`src/rtl/nibble_serial_adder_pkg.sv`:
```
// Shared constants and types for the nibble-serial multi-precision adder.
package nibble_serial_adder_pkg;

   localparam int NIB_W = 4;

   // 2'd3 is unused; the FSM steers it back to IDLE.
   typedef enum logic [1:0] {
      IDLE = 2'd0,
      ADD  = 2'd1,
      DONE = 2'd2
   } state_t;

   // Nibble counter width: clog2(nibbles), never narrower than one bit.
   function automatic int cnt_width(input int nibbles);
      return (nibbles <= 1) ? 1 : $clog2(nibbles);
   endfunction

endpackage

```
`src/rtl/nibble_serial_adder_four_rca.sv`:
```
// four_rca: 4-bit ripple-carry adder built from four full-adder cells.
module four_rca (
   input  logic [3:0] a,
   input  logic [3:0] b,
   input  logic       carry_in,
   output logic [3:0] sum,
   output logic       carry
);

   logic [4:0] c;

   assign c[0] = carry_in;

   for (genvar i = 0; i < 4; i++) begin : g_fa
      assign sum[i]   = a[i] ^ b[i] ^ c[i];
      assign c[i+1]   = (a[i] & b[i]) | (c[i] & (a[i] ^ b[i]));
   end

   assign carry = c[4];

endmodule

```
`src/rtl/nibble_serial_adder.sv`:
```
// nibble_serial_adder: adds two W-bit operands one nibble per clock through a
// single four_rca, chaining the carry through c_reg. Operands arrive on a
// valid/ready handshake; the result is held on valid/ready until taken.
//
//   state | meaning
//   ------+-----------------------------------------------------------
//   IDLE  | waiting for operands, in_ready high (outside reset)
//   ADD   | one nibble summed per edge, cnt tracks the nibble index
//   DONE  | sum/carry valid and held until out_ready
module nibble_serial_adder
   import nibble_serial_adder_pkg::*;
#(
   parameter int NIBBLES = 4
) (
   input  logic                     clk,
   input  logic                     rst,
   input  logic                     in_valid,
   output logic                     in_ready,
   input  logic [NIB_W*NIBBLES-1:0] a,
   input  logic [NIB_W*NIBBLES-1:0] b,
   input  logic                     carry_in,
   output logic                     out_valid,
   input  logic                     out_ready,
   output logic [NIB_W*NIBBLES-1:0] sum,
   output logic                     carry,
   output logic                     busy
);

   localparam int W     = NIB_W * NIBBLES;
   localparam int CNT_W = cnt_width(NIBBLES);
   localparam logic [CNT_W-1:0] LAST_CNT = CNT_W'(NIBBLES - 1);

   state_t           state;
   state_t           state_nxt;
   logic             accept;
   logic [W-1:0]     a_sh;
   logic [W-1:0]     b_sh;
   logic [W-1:0]     sum_sh;
   logic             c_reg;
   logic [CNT_W-1:0] cnt;

   logic [NIB_W-1:0]   rca_sum;
   logic               rca_carry;
   logic [W+NIB_W-1:0] sum_cat;
   logic [W-1:0]       sum_sh_nxt;

   four_rca u_rca (
      .a        (a_sh[NIB_W-1:0]),
      .b        (b_sh[NIB_W-1:0]),
      .carry_in (c_reg),
      .sum      (rca_sum),
      .carry    (rca_carry)
   );

   // New nibble enters at the top while the accumulated sum shifts right;
   // the concatenation keeps this valid even when W equals one nibble.
   assign sum_cat    = {rca_sum, sum_sh};
   assign sum_sh_nxt = sum_cat[W+NIB_W-1:NIB_W];

   assign in_ready  = (state == IDLE) && !rst;
   assign out_valid = (state == DONE);
   assign busy      = (state == ADD);
   assign sum       = sum_sh;
   assign carry     = c_reg;

   // State register.
   always_ff @(posedge clk or posedge rst) begin
      if (rst) begin
         state <= IDLE;
      end else begin
         state <= state_nxt;
      end
   end

   // Next-state logic; only IDLE can take new operands.
   always_comb begin
      state_nxt = state;
      accept    = 1'b0;
      case (state)
         IDLE: begin
            if (in_valid && in_ready) begin
               accept    = 1'b1;
               state_nxt = ADD;
            end
         end
         ADD: begin
            if (cnt == LAST_CNT) begin
               state_nxt = DONE;
            end
         end
         DONE: begin
            if (out_ready) begin
               state_nxt = IDLE;
            end
         end
         default: state_nxt = IDLE;
      endcase
   end

   // Operand/result shift registers, carry chain and nibble counter.
   always_ff @(posedge clk or posedge rst) begin
      if (rst) begin
         a_sh   <= '0;
         b_sh   <= '0;
         sum_sh <= '0;
         c_reg  <= 1'b0;
         cnt    <= '0;
      end else if (accept) begin
         a_sh  <= a;
         b_sh  <= b;
         c_reg <= carry_in;
         cnt   <= '0;
      end else if (state == ADD) begin
         a_sh   <= a_sh >> NIB_W;
         b_sh   <= b_sh >> NIB_W;
         sum_sh <= sum_sh_nxt;
         c_reg  <= rca_carry;
         cnt    <= cnt + CNT_W'(1);
      end
   end

endmodule

```
`config.mk`:
```
export PLATFORM = sky130hd
export DESIGN_NAME = nibble_serial_adder
export DESIGN_NICKNAME = d
export VERILOG_FILES = /design/src/rtl/nibble_serial_adder_pkg.sv /design/src/rtl/nibble_serial_adder_four_rca.sv /design/src/rtl/nibble_serial_adder.sv
export SDC_FILE = /design/constraint.sdc
export NUM_CORES = 1
export LEC_CHECK = 0
export CAP_MARGIN = 25
export CORE_MARGIN = 4
export CORE_UTILIZATION = 46
export CTS_BUF_LIST = sky130_fd_sc_hd__clkbuf_4 sky130_fd_sc_hd__clkbuf_8
export CTS_CLUSTER_DIAMETER = 120
export DETAILED_ROUTE_END_ITERATION = 8
export GPL_TIMING_DRIVEN = 0
export PLACE_DENSITY = 0.85
export SLEW_MARGIN = 20
export SYNTH_ARGS = -nofsm -noshare
export SYNTH_HDL_FRONTEND = slang
export SYNTH_HIERARCHICAL = 1
export SYNTH_SLANG_ARGS = --single-unit
```
`constraint.sdc`:
```
create_clock -name clk -period 2.2 [get_ports clk]
set_input_delay 0.33 -clock clk [delete_from_list [all_inputs] [get_ports clk]]
set_output_delay 0.33 -clock clk [all_outputs]
set_load 0.005 [all_outputs]
```
==> results of run 1 <==
area by class of cell:
type / instances / area, µm² / area share (%)
sequential: 53 / 1330 / 42.0
multi-input combinational: 163 / 932 / 29.6
timing repair buffer: 57 / 581 / 18.4
clock buffer: 7 / 90.1 / 2.86
buffer: 13 / 87.6 / 2.78
tap: 67 / 83.8 / 2.66
inverter: 13 / 53.8 / 1.71
worst max-delay path: stages, from the launching register on:
cell,delay [ps]
dfrtp_1,420
fa_2,390
inv_2,60
fa_2,190
inv_2,40
fa_2,330
inv_2,60
fa_1,410
inv_1,70
nand2_1,40
nand2_1,50
sequential cells by signal, indices dropped and copies added (netlist names):
| register | cells |
|---|---|
| a_sh | 16 |
| b_sh | 16 |
| sum | 16 |
| cnt | 2 |
| state | 2 |
| carry | 1 |
per-layer routing:
layer	up-vias	GRT usage (%)
met5	-	0
met2	52	30.5
met3	6	4.15
met4	0	5.57
met1	870	21.0
li1	900	-
power breakdown:
group	switching (mW)	total [mW]	internal [mW]
sequential	0.285	1.68	1.40
clock	0.297	0.559	0.263
combinational	0.931	1.86	0.932
total	1.51	4.11	2.59
through the flow:
step	TNS [ps]	utilization [%]
finish	0	64.6
global route	-5.47	64.6
CTS	0	64.4
detailed placement	0	62.7
global placement	-23220	62.3
floorplan	0	-
cells in the mapped netlist (all sizes together):
cell    count
a21oi       1
a22o        1
buf        12
clkbuf      2
dfrtp      53
fa          4
ha          1
inv        13
mux2i      25
nand2      91
nand2b      1
nor2        1
nor2b       1
nor3        1
nor4b       1
o21ai      33
o21bai      1
xnor2       1
what timing repair did:
| item | in CTS | in global routing |
|---|---|---|
| cloned | 0 | 0 |
| pin swaps | 0 | 2 |
| resized for setup | 0 | 7 |
| endpoints found under the setup margin | 1 | 3 |
logic make-up (layout without fill, tap and decap cells):
logic type / Yosys count / in the layout / share of synthesized area [%]
adder cells (fa/ha/maj): 5 / 5 / 3.87
XOR/XNOR: 1 / 1 / 0.366
multiplexers: 25 / 25 / 10.4
AO/OA/AOI/OAI: 36 / 36 / 7.78
flip-flops: 53 / 53 / 55.4
buffers and inverters: 27 / 90 / 6.01
AND/OR/NAND/NOR: 96 / 96 / 16.1
how the worst max path moves through the flow:
| stage | cells past startpoint | endpoint | startpoint |
|---|---|---|---|
| floorplan | 10 | sum[15] | a_sh[0] |
| global placement | 2 | b_sh[11] | rst |
| detailed placement | 10 | sum[15] | a_sh[0] |
| CTS | 10 | sum[15] | a_sh[0] |
| global route | 10 | sum[15] | b_sh[0] |
| finish | 10 | sum[15] | b_sh[0] |
==> metrics, run 1 <==
status complete, no violations; Antenna Nets Post-Route 0; max_cap viols 0; Peak VDD IR 0.562 mV; Placed Cells around 370; Nets roughly 350; capture point of the worst reg-to-reg path sum[15]; IO Port Bufs 56; Mapped Area 2390 µm²; first-pass GRT wire length 8560 µm; syn_nets 285; area grow syn2layout 31.7%; Total Die Area 6420 µm²; Post CTS Setup Buffer Count 0; largest net degree at the start of global routing 34; num ports 57; uppermost layer routed met4; unrepaired setup endpoints after global routing true; CP required 2450 ps; crit end category register; drt pass-1 iters 4; most frequent cells in the layout 91 x nand2_1, 56 x clkdlybuf4s50_1, 53 x dfrtp_1, 26 x o21ai_0, 25 x mux2i_1; crit start category register; dpl hpwl between 3000 and 4000 µm; Max Root-Sink Buffers 2; Ys Warns 6; initial antenna violation count 0; Avg Cell Area, Syn 9.86 µm²; worst-margin pin slew 455 ps; r2r startpoint b_sh[0]; Cell Rows 25; register bit total from synthesis 53; Tmin final 2120 ps; Worst Clk Skew 8.01 ps; Pwr Density around 1300 nW/µm²; Distinct cells, synth 22; H-Tree Depth 2; Die W 80.2 µm; LEAKAGE 1.51 nW; Tcrit/Tclk final 96.4%; vias in the first global route 1,859; number of CTS-inserted buffers 5; Fill cells 420; Overall Global Routing Usage 17.4%; Seq/Total Area, Yosys between 50% and 60%; Routability Congestion roughly 0.76; final hold vios 0; Post-CTS Hold Buffers 0; share of layout cells above drive strength 1 9.15%; initial DRC count ~100; Hold Slack between 400 and 500 ps; Metal-1 WL 2290 µm; final worst slack 79.1 ps; CTS Root Cell clkbuf_8; Synth area leaders dfrtp_1 55%, nand2_1 14%, mux2i_1 10%; vias 1,828; CTS tree built; Critical Path AT 2370 ps; drt drc 0; HP Class in -> async; met2 routed WL between 2000 and 3000 µm; cell count after synthesis ~240; area fraction of the dominant cell type after synthesis 55.4%; Die H 80.2 µm; Crit Path Class reg -> reg; setup slack at placement 26.9 ps; n_diodes 0; Final setup violation count 0; Slew Limit Fails 0; worst skew pair latency 310 ps; Finished Layout Cells 373; Initial Util 49.1%; Vias per Instance 4.90; Reg2Reg Depth 10; Placed Area 3060 µm²; slew margin rel. 69.7%; f_max 0.472 GHz; clock-pin slew on the worst setup and hold paths ~90 ps; CTS sink count 53; WL final 5190 µm; global route overflow 0; CORE AREA 4880 µm²; Power Total 4.11 mW; Yosys top cell by area dfrtp_1; Worst Path Max Fanout 2; R2R Setup Slk ~79 ps; DR WL/cell 13.9 µm; post-route cell area 3150 µm²; met3 wire length 265 µm; most common cell after layout, fill and taps aside nand2_1
No activity file was read; power rests on OpenSTA's default activity.
==> run 2, diff against run 1 <==
- SKIP_CTS_REPAIR_TIMING: unset -> 1
==> results of run 2 <==
The final DEF is identical to that of run 1; final timing and power are the same.
Among the figures that moved: wire length of the first global-routing pass 8560 µm -> 8550 µm; via count of the first global-routing pass 1859 -> 1854
==> run 3, diff against run 2 <==
- SKIP_LAST_GASP: unset -> 1
==> metrics, run 3 (same netlist as run 1, synthesis figures left out) <==
status complete, no violations; worst skew pair latency ~310 ps; vias 1,825; Max Root-Sink Buffers 2; initial antenna violation count 0; global route overflow 0; unrepaired setup endpoints after global routing true; WL final slightly above 5000 µm; area grow syn2layout 31.6%; drt pass-1 iters 4; Cell Rows 25; final hold vios 0; slew margin rel. 69.8%; HP Class in -> async; dpl hpwl 3820 µm; LEAKAGE 1.51 nW; Power Total approximately 4.1 mW; f_max roughly 0.47 GHz; H-Tree Depth 2; Critical Path AT 2380 ps; Vias per Instance 4.89; Fill cells 418; largest net degree at the start of global routing 34; Die H roughly 80 µm; first-pass GRT wire length 8550 µm; CTS tree built; drt drc 0; CORE AREA 4880 µm²; CP required 2450 ps; Total Die Area 6420 µm²; Pwr Density approximately 1300 nW/µm²; clock-pin slew on the worst setup and hold paths 90 ps; Hold Slack 452 ps; Peak VDD IR 0.556 mV; crit start category register; CTS sink count 53; crit end category register; Final setup violation count 0; Placed Cells 367; Slew Limit Fails 0; Crit Path Class reg -> reg; Tmin final 2130 ps; CTS Root Cell clkbuf_8; Nets about 350; n_diodes 0; worst-margin pin slew 452 ps; Die W about 80 µm; Routability Congestion between 0.7 and 0.8; max_cap viols 0; Worst Path Max Fanout 2; DR WL/cell 13.9 µm; final worst slack 69.7 ps; Initial Util about half; Tcrit/Tclk final 96.8%; share of layout cells above drive strength 1 9.15%; most common cell after layout, fill and taps aside nand2_1; vias in the first global route 1,854; Core Util, Final 64.6%; most frequent cells in the layout 91 x nand2_1, 56 x clkdlybuf4s50_1, 53 x dfrtp_1, 26 x o21ai_0, 25 x mux2i_1; setup slack at placement 26.9 ps; Overall Global Routing Usage about 17%; initial DRC count 100; number of CTS-inserted buffers 5; Antenna Nets Post-Route 0; Finished Layout Cells between 300 and 400; num ports 57; IO Port Bufs 56; Worst Clk Skew ~8.3 ps
-- run 3: cell types whose count changed in the layout (fill, tap and decap cells not counted) --
cell   delta
inv_6     -1
inv_4     +1
-- run 3: worst max-delay path, stage by stage, from the launching register on --
cell	delay, ps
dfrtp_1	430
fa_2	400
inv_2	60
fa_2	190
inv_2	40
fa_2	330
inv_2	60
fa_1	410
inv_1	70
nand2_1	40
nand2_1	50
-- run 3: cell type report --
cell class	count	area, µm²	area share (%)
sequential	53	1330	42.1
multi-input combinational	163	932	29.6
timing repair buffer	57	581	18.4
clock buffer	7	90.1	2.86
buffer	13	87.6	2.78
tap	67	83.8	2.66
inverter	13	51.3	1.63
-- run 3: per-stage QoR --
stage / setup TNS, ps / cell area (µm²)
after floorplan: 0 / 2390
after global placement: -23220 / 3040
after detailed placement: 0 / 3060
after CTS: -101 / 3150
after global routing: -8.81 / 3150
final: 0 / 3150
-- run 3: worst paths after layout --
| kind | startpoint | endpoint | slack (ps) | cells past startpoint |
|---|---|---|---|---|
| max | b_sh[0] | sum[15] | 70 | 10 |
| min | rst | sum[12] | 450 | 2 |
| max reg2reg | b_sh[0] | sum[15] | 70 | 10 |
| min reg2reg | sum[3] | sum[3] | 480 | 2 |
| max in group asynchronous | rst | b_sh[12] | 1220 | 3 |
| min in group clk | sum[3] | sum[3] | 480 | 2 |
-- run 3: power by group --
group / internal, mW / total, mW / switching, mW
Sequential: 1.40 / 1.68 / 0.283
Combinational: 0.931 / 1.86 / 0.925
Clock: 0.263 / 0.561 / 0.298
-- run 3: routing by layer --
metal	share of wire, %	routed length, µm	global-route usage [%]	vias to the layer above
met3	5.2	271	4.15	6
met4	1.4	72	5.57	0
met2	49	2540	30.5	51
met5	0	0	0	-
met1	44	2300	21.0	863
li1	-	-	-	905
